[src/rtl/mwmon_pkg.sv]
// Shared types for the memory-write self-check monitor.
package mwmon_pkg;

   localparam int unsigned FAIL_CODE_W = 3;

   typedef enum logic [1:0] {
      IDLE = 2'd0,
      RUN  = 2'd1,
      PASS = 2'd2,
      FAIL = 2'd3
   } state_e;

   typedef enum logic [FAIL_CODE_W-1:0] {
      NONE          = 3'd0,
      UNEXPECTED    = 3'd1,
      DATA_MISMATCH = 3'd2,
      ORDER         = 3'd3,
      DUPLICATE     = 3'd4,
      TIMEOUT       = 3'd5
   } fail_e;

endpackage

[src/rtl/mwmon_match.sv]
// Combinational compare of one write against the latched expectation table.
module mwmon_match
   import mwmon_pkg::*;
#(
   parameter int unsigned ADDR_W  = 32,
   parameter int unsigned DATA_W  = 32,
   parameter int unsigned NUM_EXP = 4,
   parameter int unsigned CNT_W   = 3,
   parameter int unsigned IDX_W   = 2
) (
   input  logic [NUM_EXP*ADDR_W-1:0] exp_adr,
   input  logic [NUM_EXP*DATA_W-1:0] exp_data,
   input  logic [NUM_EXP-1:0]        matched,
   input  logic [CNT_W-1:0]          exp_num,
   input  logic [ADDR_W-1:0]         dataadr,
   input  logic [DATA_W-1:0]         writedata,
   output logic [NUM_EXP-1:0]        adr_hit_c,
   output logic [NUM_EXP-1:0]        data_hit_c,
   output logic [IDX_W-1:0]          low_idx_c,
   output logic                      low_vld_c
);

   logic [NUM_EXP-1:0] cand;

   // Per-entry hits, restricted to the active part of the table.
   for (genvar g = 0; g < NUM_EXP; g++) begin : g_ent
      logic active;
      assign active        = (CNT_W'(g) < exp_num);
      assign adr_hit_c[g]  = active && (dataadr == exp_adr[g*ADDR_W +: ADDR_W]);
      assign data_hit_c[g] = active && (writedata == exp_data[g*DATA_W +: DATA_W]);
   end

   assign cand = adr_hit_c & data_hit_c & ~matched;

   // Lowest unmatched entry hit on both address and data.
   always_comb begin
      low_idx_c = '0;
      low_vld_c = 1'b0;
      for (int i = NUM_EXP - 1; i >= 0; i--) begin
         if (cand[IDX_W'(i)]) begin
            low_idx_c = IDX_W'(i);
            low_vld_c = 1'b1;
         end
      end
   end

endmodule

[src/rtl/mem_write_monitor.sv]
// Self-check monitor for the CPU data-memory write port.
// Build option: MWMON_CAPTURE_EN captures the offending write into fail_adr/fail_data.
module mem_write_monitor
   import mwmon_pkg::*;
#(
   parameter int unsigned ADDR_W         = 32,
   parameter int unsigned DATA_W         = 32,
   parameter int unsigned NUM_EXP        = 4,
   parameter int unsigned ORDERED        = 1,
   parameter int unsigned TIMEOUT_CYCLES = 1000
) (
   input  logic                           clk,
   input  logic                           reset,
   input  logic                           start,
   input  logic                           clear,
   input  logic [NUM_EXP*ADDR_W-1:0]      exp_adr,
   input  logic [NUM_EXP*DATA_W-1:0]      exp_data,
   input  logic [$clog2(NUM_EXP+1)-1:0]   exp_num,
   input  logic                           allow_en,
   input  logic [ADDR_W-1:0]              allow_adr,
   input  logic                           memwrite,
   input  logic [ADDR_W-1:0]              dataadr,
   input  logic [DATA_W-1:0]              writedata,
   output logic                           busy,
   output logic                           done,
   output logic                           pass,
   output logic [FAIL_CODE_W-1:0]         fail_code,
   output logic [$clog2(NUM_EXP+1)-1:0]   match_cnt,
   output logic [ADDR_W-1:0]              fail_adr,
   output logic [DATA_W-1:0]              fail_data
);

   localparam int unsigned CNT_W   = $clog2(NUM_EXP + 1);
   localparam int unsigned IDX_W   = (NUM_EXP > 1) ? $clog2(NUM_EXP) : 1;
   localparam int unsigned TO_W    = $clog2(TIMEOUT_CYCLES + 2);
   localparam int unsigned TO_LAST = (TIMEOUT_CYCLES == 0) ? 0 : TIMEOUT_CYCLES - 1;
   localparam bit          TO_EN   = (TIMEOUT_CYCLES != 0);

   state_e                      state_q, state_d;
   logic [NUM_EXP*ADDR_W-1:0]   exp_adr_q, exp_adr_d;
   logic [NUM_EXP*DATA_W-1:0]   exp_data_q, exp_data_d;
   logic [CNT_W-1:0]            exp_num_q, exp_num_d;
   logic                        allow_en_q, allow_en_d;
   logic [ADDR_W-1:0]           allow_adr_q, allow_adr_d;
   logic [NUM_EXP-1:0]          matched_q, matched_d;
   logic [CNT_W-1:0]            match_cnt_q, match_cnt_d;
   logic [TO_W-1:0]             cyc_q, cyc_d;
   fail_e                       fail_code_q, fail_code_d;
   logic                        busy_q, busy_d;
   logic                        done_q, done_d;
   logic                        pass_q, pass_d;

   logic [NUM_EXP-1:0]          adr_hit_c, data_hit_c;
   logic [IDX_W-1:0]            low_idx_c;
   logic                        low_vld_c;

   logic [CNT_W-1:0]            exp_num_eff;
   logic [NUM_EXP-1:0]          cur_mask, hit_mask, unmatched_hit;
   logic                        allowed, wr_hit;
   fail_e                       wr_code;

`ifdef MWMON_CAPTURE_EN
   logic [ADDR_W-1:0]           fail_adr_q, fail_adr_d;
   logic [DATA_W-1:0]           fail_data_q, fail_data_d;
`endif

   mwmon_match #(
      .ADDR_W  (ADDR_W),
      .DATA_W  (DATA_W),
      .NUM_EXP (NUM_EXP),
      .CNT_W   (CNT_W),
      .IDX_W   (IDX_W)
   ) u_match (
      .exp_adr    (exp_adr_q),
      .exp_data   (exp_data_q),
      .matched    (matched_q),
      .exp_num    (exp_num_q),
      .dataadr    (dataadr),
      .writedata  (writedata),
      .adr_hit_c  (adr_hit_c),
      .data_hit_c (data_hit_c),
      .low_idx_c  (low_idx_c),
      .low_vld_c  (low_vld_c)
   );

   // Clamp the programmed entry count into 1..NUM_EXP.
   always_comb begin
      exp_num_eff = exp_num;
      if (exp_num == '0) begin
         exp_num_eff = CNT_W'(1);
      end else if (exp_num > CNT_W'(NUM_EXP)) begin
         exp_num_eff = CNT_W'(NUM_EXP);
      end
   end

   // Next-state, write classification and output-register inputs.
   always_comb begin
      state_d     = state_q;
      exp_adr_d   = exp_adr_q;
      exp_data_d  = exp_data_q;
      exp_num_d   = exp_num_q;
      allow_en_d  = allow_en_q;
      allow_adr_d = allow_adr_q;
      matched_d   = matched_q;
      match_cnt_d = match_cnt_q;
      cyc_d       = cyc_q;
      fail_code_d = fail_code_q;
`ifdef MWMON_CAPTURE_EN
      fail_adr_d  = fail_adr_q;
      fail_data_d = fail_data_q;
`endif
      wr_code       = NONE;
      wr_hit        = 1'b0;
      hit_mask      = '0;
      allowed       = allow_en_q && (dataadr == allow_adr_q);
      cur_mask      = NUM_EXP'(1) << match_cnt_q;
      unmatched_hit = adr_hit_c & ~matched_q;

      case (state_q)
         IDLE: begin
            if (start) begin
               state_d     = RUN;
               exp_adr_d   = exp_adr;
               exp_data_d  = exp_data;
               exp_num_d   = exp_num_eff;
               allow_en_d  = allow_en;
               allow_adr_d = allow_adr;
               matched_d   = '0;
               match_cnt_d = '0;
               cyc_d       = '0;
               fail_code_d = NONE;
            end
         end
         RUN: begin
            if (cyc_q != TO_W'(TIMEOUT_CYCLES)) begin
               cyc_d = cyc_q + TO_W'(1);
            end
            if (memwrite && !allowed) begin
               if (ORDERED != 0) begin
                  // Matched entries are exactly those below the current index.
                  if ((adr_hit_c & cur_mask) != '0) begin
                     if ((data_hit_c & cur_mask) != '0) begin
                        wr_hit   = 1'b1;
                        hit_mask = cur_mask;
                     end else begin
                        wr_code = DATA_MISMATCH;
                     end
                  end else if ((unmatched_hit & ~cur_mask) != '0) begin
                     wr_code = ORDER;
                  end else if ((adr_hit_c & matched_q) != '0) begin
                     wr_code = DUPLICATE;
                  end else begin
                     wr_code = UNEXPECTED;
                  end
               end else begin
                  if (low_vld_c) begin
                     wr_hit   = 1'b1;
                     hit_mask = NUM_EXP'(1) << low_idx_c;
                  end else if (unmatched_hit != '0) begin
                     wr_code = DATA_MISMATCH;
                  end else if (adr_hit_c != '0) begin
                     wr_code = DUPLICATE;
                  end else begin
                     wr_code = UNEXPECTED;
                  end
               end
            end
            if (wr_hit) begin
               matched_d   = matched_q | hit_mask;
               match_cnt_d = match_cnt_q + CNT_W'(1);
            end
            // Failing write beats completion, completion beats timeout.
            if (wr_code != NONE) begin
               state_d     = FAIL;
               fail_code_d = wr_code;
`ifdef MWMON_CAPTURE_EN
               fail_adr_d  = dataadr;
               fail_data_d = writedata;
`endif
            end else if (wr_hit && (match_cnt_d == exp_num_q)) begin
               state_d = PASS;
            end else if (TO_EN && (cyc_q == TO_W'(TO_LAST))) begin
               state_d     = FAIL;
               fail_code_d = TIMEOUT;
`ifdef MWMON_CAPTURE_EN
               fail_adr_d  = '0;
               fail_data_d = '0;
`endif
            end
         end
         PASS, FAIL: begin
            if (clear) begin
               state_d     = IDLE;
               matched_d   = '0;
               match_cnt_d = '0;
               cyc_d       = '0;
               fail_code_d = NONE;
`ifdef MWMON_CAPTURE_EN
               fail_adr_d  = '0;
               fail_data_d = '0;
`endif
            end
         end
         default: begin
            state_d = IDLE;
         end
      endcase

      busy_d = (state_d == RUN);
      done_d = (state_d == PASS) || (state_d == FAIL);
      pass_d = (state_d == PASS);
   end

   // State, table and output registers.
   always_ff @(posedge clk or posedge reset) begin
      if (reset) begin
         state_q     <= IDLE;
         exp_adr_q   <= '0;
         exp_data_q  <= '0;
         exp_num_q   <= '0;
         allow_en_q  <= 1'b0;
         allow_adr_q <= '0;
         matched_q   <= '0;
         match_cnt_q <= '0;
         cyc_q       <= '0;
         fail_code_q <= NONE;
         busy_q      <= 1'b0;
         done_q      <= 1'b0;
         pass_q      <= 1'b0;
      end else begin
         state_q     <= state_d;
         exp_adr_q   <= exp_adr_d;
         exp_data_q  <= exp_data_d;
         exp_num_q   <= exp_num_d;
         allow_en_q  <= allow_en_d;
         allow_adr_q <= allow_adr_d;
         matched_q   <= matched_d;
         match_cnt_q <= match_cnt_d;
         cyc_q       <= cyc_d;
         fail_code_q <= fail_code_d;
         busy_q      <= busy_d;
         done_q      <= done_d;
         pass_q      <= pass_d;
      end
   end

`ifdef MWMON_CAPTURE_EN
   // Offending-write capture registers.
   always_ff @(posedge clk or posedge reset) begin
      if (reset) begin
         fail_adr_q  <= '0;
         fail_data_q <= '0;
      end else begin
         fail_adr_q  <= fail_adr_d;
         fail_data_q <= fail_data_d;
      end
   end

   assign fail_adr  = fail_adr_q;
   assign fail_data = fail_data_q;
`else
   assign fail_adr  = '0;
   assign fail_data = '0;
`endif

   assign busy      = busy_q;
   assign done      = done_q;
   assign pass      = pass_q;
   assign fail_code = fail_code_q;
   assign match_cnt = match_cnt_q;

endmodule

[config.mk]
export PLATFORM = sky130hd
export DESIGN_NAME = mem_write_monitor
export DESIGN_NICKNAME = d
export VERILOG_FILES = /design/src/rtl/mwmon_pkg.sv /design/src/rtl/mwmon_match.sv /design/src/rtl/mem_write_monitor.sv
export SDC_FILE = /design/constraint.sdc
export NUM_CORES = 1
export LEC_CHECK = 0
export ABC_AREA = 1
export CAP_MARGIN = 20
export CORE_ASPECT_RATIO = 1.25
export CORE_MARGIN = 2
export CORE_UTILIZATION = 32
export DETAILED_ROUTE_END_ITERATION = 7
export PLACE_DENSITY_LB_ADDON = 0.2
export SLEW_MARGIN = 20
export SYNTH_ARGS = -nofsm -noshare
export SYNTH_HDL_FRONTEND = slang
export SYNTH_SLANG_ARGS = --single-unit
[constraint.sdc]
create_clock -name clk -period 12.64 [get_ports clk]
set_input_delay 1.896 -clock clk [delete_from_list [all_inputs] [get_ports clk]]
set_output_delay 1.896 -clock clk [all_outputs]
set_load 0.05 [all_outputs]
==> results of run 1 <==
## cell families (layout without fill, tap and decap cells)
kind of cell	Yosys count	in the layout
XOR/XNOR	83	83
buffers and inverters	500	801
adder cells (fa/ha/maj)	7	7
AND/OR/NAND/NOR	1730	1730
other	1	66
AO/OA/AOI/OAI	288	288
flip-flops	316	316
## critical path: stages
cell and delay, ns:
clkdlybuf4s50_1 0.53, nand2_4 0.34, inv_8 0.69, buf_4 0.70, buf_4 0.72, o21ai_0 0.20
## layout by cell type (no fill, tap or decap), types with 16 or more instances in the layout
cell type        instances
nand4_1                 49
nor3_1                  17
inv_2                   24
nand2_1               1248
inv_1                  322
nand3_1                 62
conb_1                  64
xnor2_1                 61
nor2_1                 283
xor2_1                  22
dfrtp_1                316
o21ai_0                242
clkbuf_16               41
clkdlybuf4s50_1        369
a21oi_1                 16
## sequential cells by signal, summed over array words and instances (netlist names)
signal       cells
exp_adr_q      128
exp_data_q     128
allow_adr_q     32
cyc_q           10
matched_q        4
exp_num_q        3
fail_code        3
match_cnt        3
allow_en_q       1
busy             1
done             1
pass             1
state_q          1
## cell type report
type / count / area [um2] / area share
repair buffers: 384 / 3819 / 0.1536
inverters: 349 / 1325 / 0.05330
diodes: 2 / 5.005 / 0.0002013
well taps: 765 / 957.2 / 0.03850
flip-flops and latches: 316 / 7908 / 0.3181
clock buffers: 57 / 1186 / 0.04771
multi-input cells: 2172 / 9525 / 0.3831
clock inverters: 11 / 136.4 / 0.005486
## worst max-delay path by stage
stage | cells past startpoint | startpoint | to | slack, ns
3_5_place_dp | 6 | start | exp_adr_q[46] | 7.21
3_3_place_gp | 6 | start | exp_adr_q[107] | 7.30
4_1_cts | 6 | start | exp_adr_q[46] | 7.78
2_1_floorplan | 1 | reset | allow_adr_q[0] | 2.00
5_1_grt | 6 | start | exp_adr_q[83] | 7.45
6_report | 6 | start | exp_adr_q[46] | 7.76
## routing by layer
metal / routed length (um) / GRT usage
met5: 22 / 0
met4: 6699 / 0.1848
met3: 4146 / 0.03546
met2: 42910 / 0.4900
met1: 31630 / 0.2972
## power groups by stage
| stage | Sequential [uW] | Combinational (uW) | Clock (uW) |
|---|---|---|---|
| floorplan | 1730 | 1440 | 0 |
| global placement | 1820 | 2090 | 0 |
| detailed placement | 1820 | 2120 | 0 |
| CTS | 1820 | 2130 | 1210 |
| global route | 1870 | 2390 | 1240 |
| finish | 1820 | 2120 | 1180 |
## stage by stage
| step | instance area [um2] | setup WS [ns] |
|---|---|---|
| global placement | 23530 | 7.304 |
| CTS | 24860 | 7.784 |
| finish | 24860 | 7.759 |
| global route | 24860 | 7.445 |
| detailed placement | 23530 | 7.210 |
| floorplan | 19600 | 2.001 |
==> qor.yml, run 1 <==
cts:
  cts.sinks: 316
  cts.clk_slew.worst_paths_ns: 0.06
  cts_tree: "yes"
  cts_resized: 0
  clk_latency_ns: 0.56
  ctsHoldBuffers: 0
  cts_max_path_buffers: 3
  cts-root-buf: "clkbuf_16"
  post_cts_buffers: 0
  htreeDepth: 2
  cts_buffers: 39
placed_design:
  port_buffers: 369
  gp_congestion: 1.004
  dpl.cell_count: 3986
  dp_hpwl_um: 68640
power:
  finalPower_uw: 5114
  p_per_area_nw_per_um2: 205.7
  comb_power_share: 0.415
  swShare: 0.4334
  seq_power_share: 0.355
  pwr-share-clk: 0.230
  leakage_uw: 0.01234
  ir_drop_v: 0.00009126
  p_sw_uw: 2217
  p_int_uw: 2898
worst_hold_path:
  min_to: "fail_code[1]"
  min_from: "fail_code[1]"
  hold_path_class: "flip-flop to flip-flop"
  hold_depth: 2
logic_synthesis:
  yosys.area.top_type: "dfrtp_1"
  synth-edff-count: 0
  yosys-top-cells-area: "dfrtp_1 41%, nand2_1 24%, inv_1 6.3%"
  synth.distinct_cells: 47
  synth_ff_type: "dfrtp_1"
  synthMuxAreaShare: 0
  synth_most_common_cell: "nand2_1"
  synth_area_um2: 19360
  ys_seq_area_frac: 0.4084
  synth.ff_latch_count: 316
  syn_avg_cell_area_um2: 6.620
  synthTopCellsByCount: "1249 x nand2_1, 323 x inv_1, 316 x dfrtp_1"
  synth_fa_ha_area_frac: 0.004523
  yosys.area_share.simple: 0.3591
  async_flop_share: 1.000
  synth_top_cell_area_share: 0.4084
  synth_compound_area_frac: 0.07799
  yosys.area_share.xor_xnor: 0.03754
  synth_cells: 2925
  yosys_warnings: 0
  synth_top_family_by_area: "simple AND/OR/NAND/NOR gates"
detailed_routing:
  drt-pass1-iter-count: 5
  route.detailed.drc: 0
  wl_per_cell_um: 21.06
  ant_nets: 0
  num_vias: 19350
  drt_iter0_markers: 1417
  routed_via_density: 4.771
  drt-total-wl_um: 85410
critical_path:
  setup.worst_path.class: "input pin to flip-flop"
  required_ns: 13.04
  ff2ff_path_depth: 6
  cp_max_fo: 152
  rr_startpoint: "done"
  crit_path_end_kind: "flip-flop"
  cp.arrival_ns: 5.28
  reg2reg_to: "exp_adr_q[46]"
  r2r_slack_ns: 8.81
  startpoint_type: "input pin"
cells_and_area:
  postLayoutCoreUtil: 0.4166
  final_net_count: 3630
  syn_to_final_growth_pct: 28.39
  drive_gt1_frac: 0.04378
  fillers: 6435
  instances_no_fill: 4056
sta:
  worst_pin_slew_ns: 0.9710
  fin_hold_ws_ns: 0.4704
  slew_violations: 0
  fin_crit_sh: 0.3862
  rsz0062_at_grt: "no"
  finalCriticalPeriod_ns: 4.881
  relSlewSlack: 0.3527
  fin_tns_setup_ns: 0
  max_freq_mhz: 204.9
  hold_violations: 0
  setup_viol: 0
  fin_skew_ns: 0.01329
die:
  dieHeight_um: 279.0
  design.die.area_um2: 62510
  die_w_um: 224.0
  fp-row-count: 100
  ioPinCount: 434
  start_util: 0.3244
  fp.coreArea_um2: 59680
global_route:
  grt_max_degree: 153
  grt_pass1_vias: 19780
  grtUsageTotal: 0.2723
  grt_pass1_wl_um: 123800
  antenna_found_initial: 4
  grt-ovfl-total: 0
job:
  cap_viol_max_count: 0
run_status:
  status: "finished clean"
No activity file was read; power rests on OpenSTA's default activity.
==> inputs of run 2 (changes only) <==
==> constraint.sdc (replaced) <==
create_clock -name clk -period 4.42 [get_ports clk]
set_input_delay 0.663 -clock clk [delete_from_list [all_inputs] [get_ports clk]]
set_output_delay 0.663 -clock clk [all_outputs]
set_load 0.05 [all_outputs]
==> run 2 against run 1 <==
Combinational power rose to 2.9 times the previous value. Non-clock buffer count up 17. Cell count up 0.42%. Global-route usage up 0.67 points. Critical path depth up 13. Wire length up 2.5%. Clock skew up 0.012 ns. Hold slack worse by 0.086 ns. Count of clock-buffer cells in the layout up 2. Via count up 0.11%. Clock power rose to 2.8 times the previous value.
==> qor.yml, run 2 (synthesized netlist as in run 1, its figures left out) <==
critical_path:
  r2r_slack_ns: 1.21  # -7.60 ns
  setup.worst_path.class: "input pin to flip-flop"
  required_ns: 4.86  # -8.18 ns
  crit_path_end_kind: "flip-flop"
  crit_chain: "clkdlybuf4s50_1, inv_1, o21ai_0, nor2_1, nand3_1, nor2_1, nand3_1, nor2_2, nor2_4, nand3_1, nand2_1, nand2_1, nand2_1, nand3_2, nand2_1, nand2_2, nand2_2, nand2_1, nand2_1"
  ff2ff_path_depth: 21  # +15
  startpoint_type: "input pin"
  slowest_delay_ns: 0.64  # -0.08 ns
  rr_startpoint: "match_cnt[1]"
  cp_num_buf_inv: 2  # -2
  cp.arrival_ns: 3.66  # -1.62 ns
  cp_max_fo: 9  # -94%
  crit_top_cell: "nand2_1"
  critPathTopFamily: "simple AND/OR/NAND/NOR gates"
  worstSetupStartpoint: "dataadr[17]"
  crit_cells: 19  # +13
  reg2reg_to: "fail_code[0]"
  cpMaxStageDelayCell: "clkdlybuf4s50_1"
  endpoint: "fail_code[0]"
power:
  comb_power_share: 0.421  # +0.006
  p_int_uw: 8296  # +190%
  ir_drop_v: 0.0002939  # +220%
  p_per_area_nw_per_um2: 593.3  # +190%
  pwr-share-clk: 0.226  # -0.004
  p_sw_uw: 6551  # +200%
  finalPower_uw: 14850  # +190%
  leakage_uw: 0.01242  # +0.64%
  swShare: 0.4412  # +0.007793
  seq_power_share: 0.353  # -0.002
cells_and_area:
  fillers: 6426  # -0.14%
  final_area_um2: 25030  # +0.66%
  seq_area_um2: 7908  # unchanged
  reg_top3: "exp_adr_q: 128 flops, exp_data_q: 128 flops, allow_adr_q: 32 flops"
  most-common-layout-cells: "1248 x nand2_1, 369 x clkdlybuf4s50_1, 322 x inv_1"
  multiInputGateArea_um2: 9525  # unchanged
  syn_to_final_growth_pct: 29.25
  drive_gt1_frac: 0.04778  # +0.003995
  postLayoutCoreUtil: 0.4193  # +0.002767
  layout_commonest_cell: "nand2_1"
  final_net_count: 3646  # +0.44%
cts:
  clk_latency_ns: 0.57  # about the same
  htreeDepth: 2  # unchanged
  cts_resized: 0  # unchanged
  cts_tree: "yes"
  cts.sinks: 316  # unchanged
  cts_max_path_buffers: 3  # unchanged
  cts.clk_slew.worst_paths_ns: 0.06  # about the same
  post_cts_buffers: 0  # unchanged
  ctsHoldBuffers: 0  # unchanged
  cts-root-buf: "clkbuf_16"
  cts_buffers: 38  # -2.6%
placed_design:
  gp_congestion: 1.021  # +1.7%
  dp_hpwl_um: 71500  # +4.2%
  place_area_um2: 23720  # +0.79%
  port_buffers: 369  # unchanged
  pre_cts_ws_ns: 0.6625  # -6.547 ns
die:
  fp.coreArea_um2: 59680  # unchanged
  ioPinCount: 434  # unchanged
  design.die.area_um2: 62510  # unchanged
  die_w_um: 224.0  # unchanged
  fp-row-count: 100  # unchanged
  start_util: 0.3244  # unchanged
  dieHeight_um: 279.0  # unchanged
sta:
  hold_violations: 0  # unchanged
  slew_violations: 0  # unchanged
  fin_crit_sh: 0.7294
  fin_tns_setup_ns: 0  # unchanged
  relSlewSlack: 0.4355  # +0.08285
  rsz0062_at_grt: "no"
  fin_skew_ns: 0.02541  # +0.01212 ns
  worst_slack_ns: 1.196  # -6.563 ns
  worst_pin_slew_ns: 0.8467  # -0.1243 ns
  setup_viol: 0  # unchanged
  finalCriticalPeriod_ns: 3.224
  max_freq_mhz: 310.2
detailed_routing:
  top_layer: "met5"
  met2WireLength_um: 44070  # +2.7%
  ant_nets: 0  # unchanged
  m1WireLength_um: 32550  # +2.9%
  drt-pass1-iter-count: 8  # +3
  route.detailed.drc: 0  # unchanged
  drt-total-wl_um: 87550  # +2.5%
  num_vias: 19380  # +0.11%
  drt_iter0_markers: 1451  # +2.4%
  routed_via_density: 4.757  # -0.30%
  wl_met3_um: 4074  # -1.7%
  wl_per_cell_um: 21.50  # +2.1%
worst_hold_path:
  hold_path_class: "input pin to asynchronous set/reset pin"
global_route:
  grt_pass1_wl_um: 126600  # +2.3%
  grt-ovfl-total: 0  # unchanged
  grtUsageTotal: 0.2789  # +0.006673
  grt_pass1_vias: 19880  # +0.50%
  grt_max_degree: 127  # -17%
  antenna_found_initial: 2  # -2
job:
  cap_viol_max_count: 0  # unchanged
run_status:
  status: "finished clean"
-- run 2: changes by cell type in the layout (fill, tap and decap cells not counted), sizes merged --
cell	before	now
clkinv	8	6
inv	348	347
diode	2	1
buf	15	32
clkinvlp	1	3
clkbuf	57	59
-- run 2: area by class of cell --
cell class / count / area share
multi-input combinational: 2172 / 0.3806
sequential: 316 / 0.3160
timing repair buffer: 401 / 0.1602
inverter: 349 / 0.05279
clock buffer: 59 / 0.04690
tap: 765 / 0.03825
clock inverter: 10 / 0.005199
antenna: 1 / 0.00009999
-- run 2: routing by layer --
metal / track usage / up-vias
met5: 0 / -
met4: 0.1867 / 4
met3: 0.03578 / 215
met2: 0.5012 / 712
met1: 0.3066 / 8908
li1: - / 9536
-- run 2: worst min-delay path by stage --
stage	startpoint	end	slack, ns	cells past startpoint
after floorplan	allow_en_q	allow_en_q	0.44	2
after global placement	allow_adr_q[9]	allow_adr_q[9]	0.48	2
after detailed placement	allow_adr_q[9]	allow_adr_q[9]	0.49	2
after CTS	reset	exp_adr_q[6]	0.36	2
after global routing	reset	exp_adr_q[6]	0.39	2
final	reset	exp_adr_q[6]	0.38	2
-- run 2: metrics by stage --
stage	cells	hold slack, ns
finish	4073	0.3840
global route	4072	0.3898
CTS	4072	0.3573
detailed placement	4003	0.4853
global placement	4003	0.4834
floorplan	2988	0.4425
-- run 2: power by group through the flow --
stage	clock (uW)	sequential, uW	combinational (uW)
3_3_place_gp	0	5280	6220
4_1_cts	3410	5240	6260
3_5_place_dp	0	5260	6240
2_1_floorplan	0	4940	4120
5_1_grt	3520	5390	7020
6_report	3350	5240	6250
-- run 2: worst register-to-register path, stage by stage (launching register included) --
cell     delay [ns]
dfrtp_1        0.44
inv_1          0.18
ha_1           0.18
inv_1          0.05
nor2_1         0.32
nand2_1        0.28
nor2_1         0.19
nand2_1        0.07
nor2_1         0.11
nand3_1        0.09
nor2_1         0.13
nor2_1         0.10
nand2_1        0.17
nand4_1        0.17
nand3_2        0.10
nand2_1        0.06
nand3_2        0.08
nand2_1        0.07
nand2_2        0.10
nand2_2        0.06
nand2_1        0.07
nand2_1        0.05
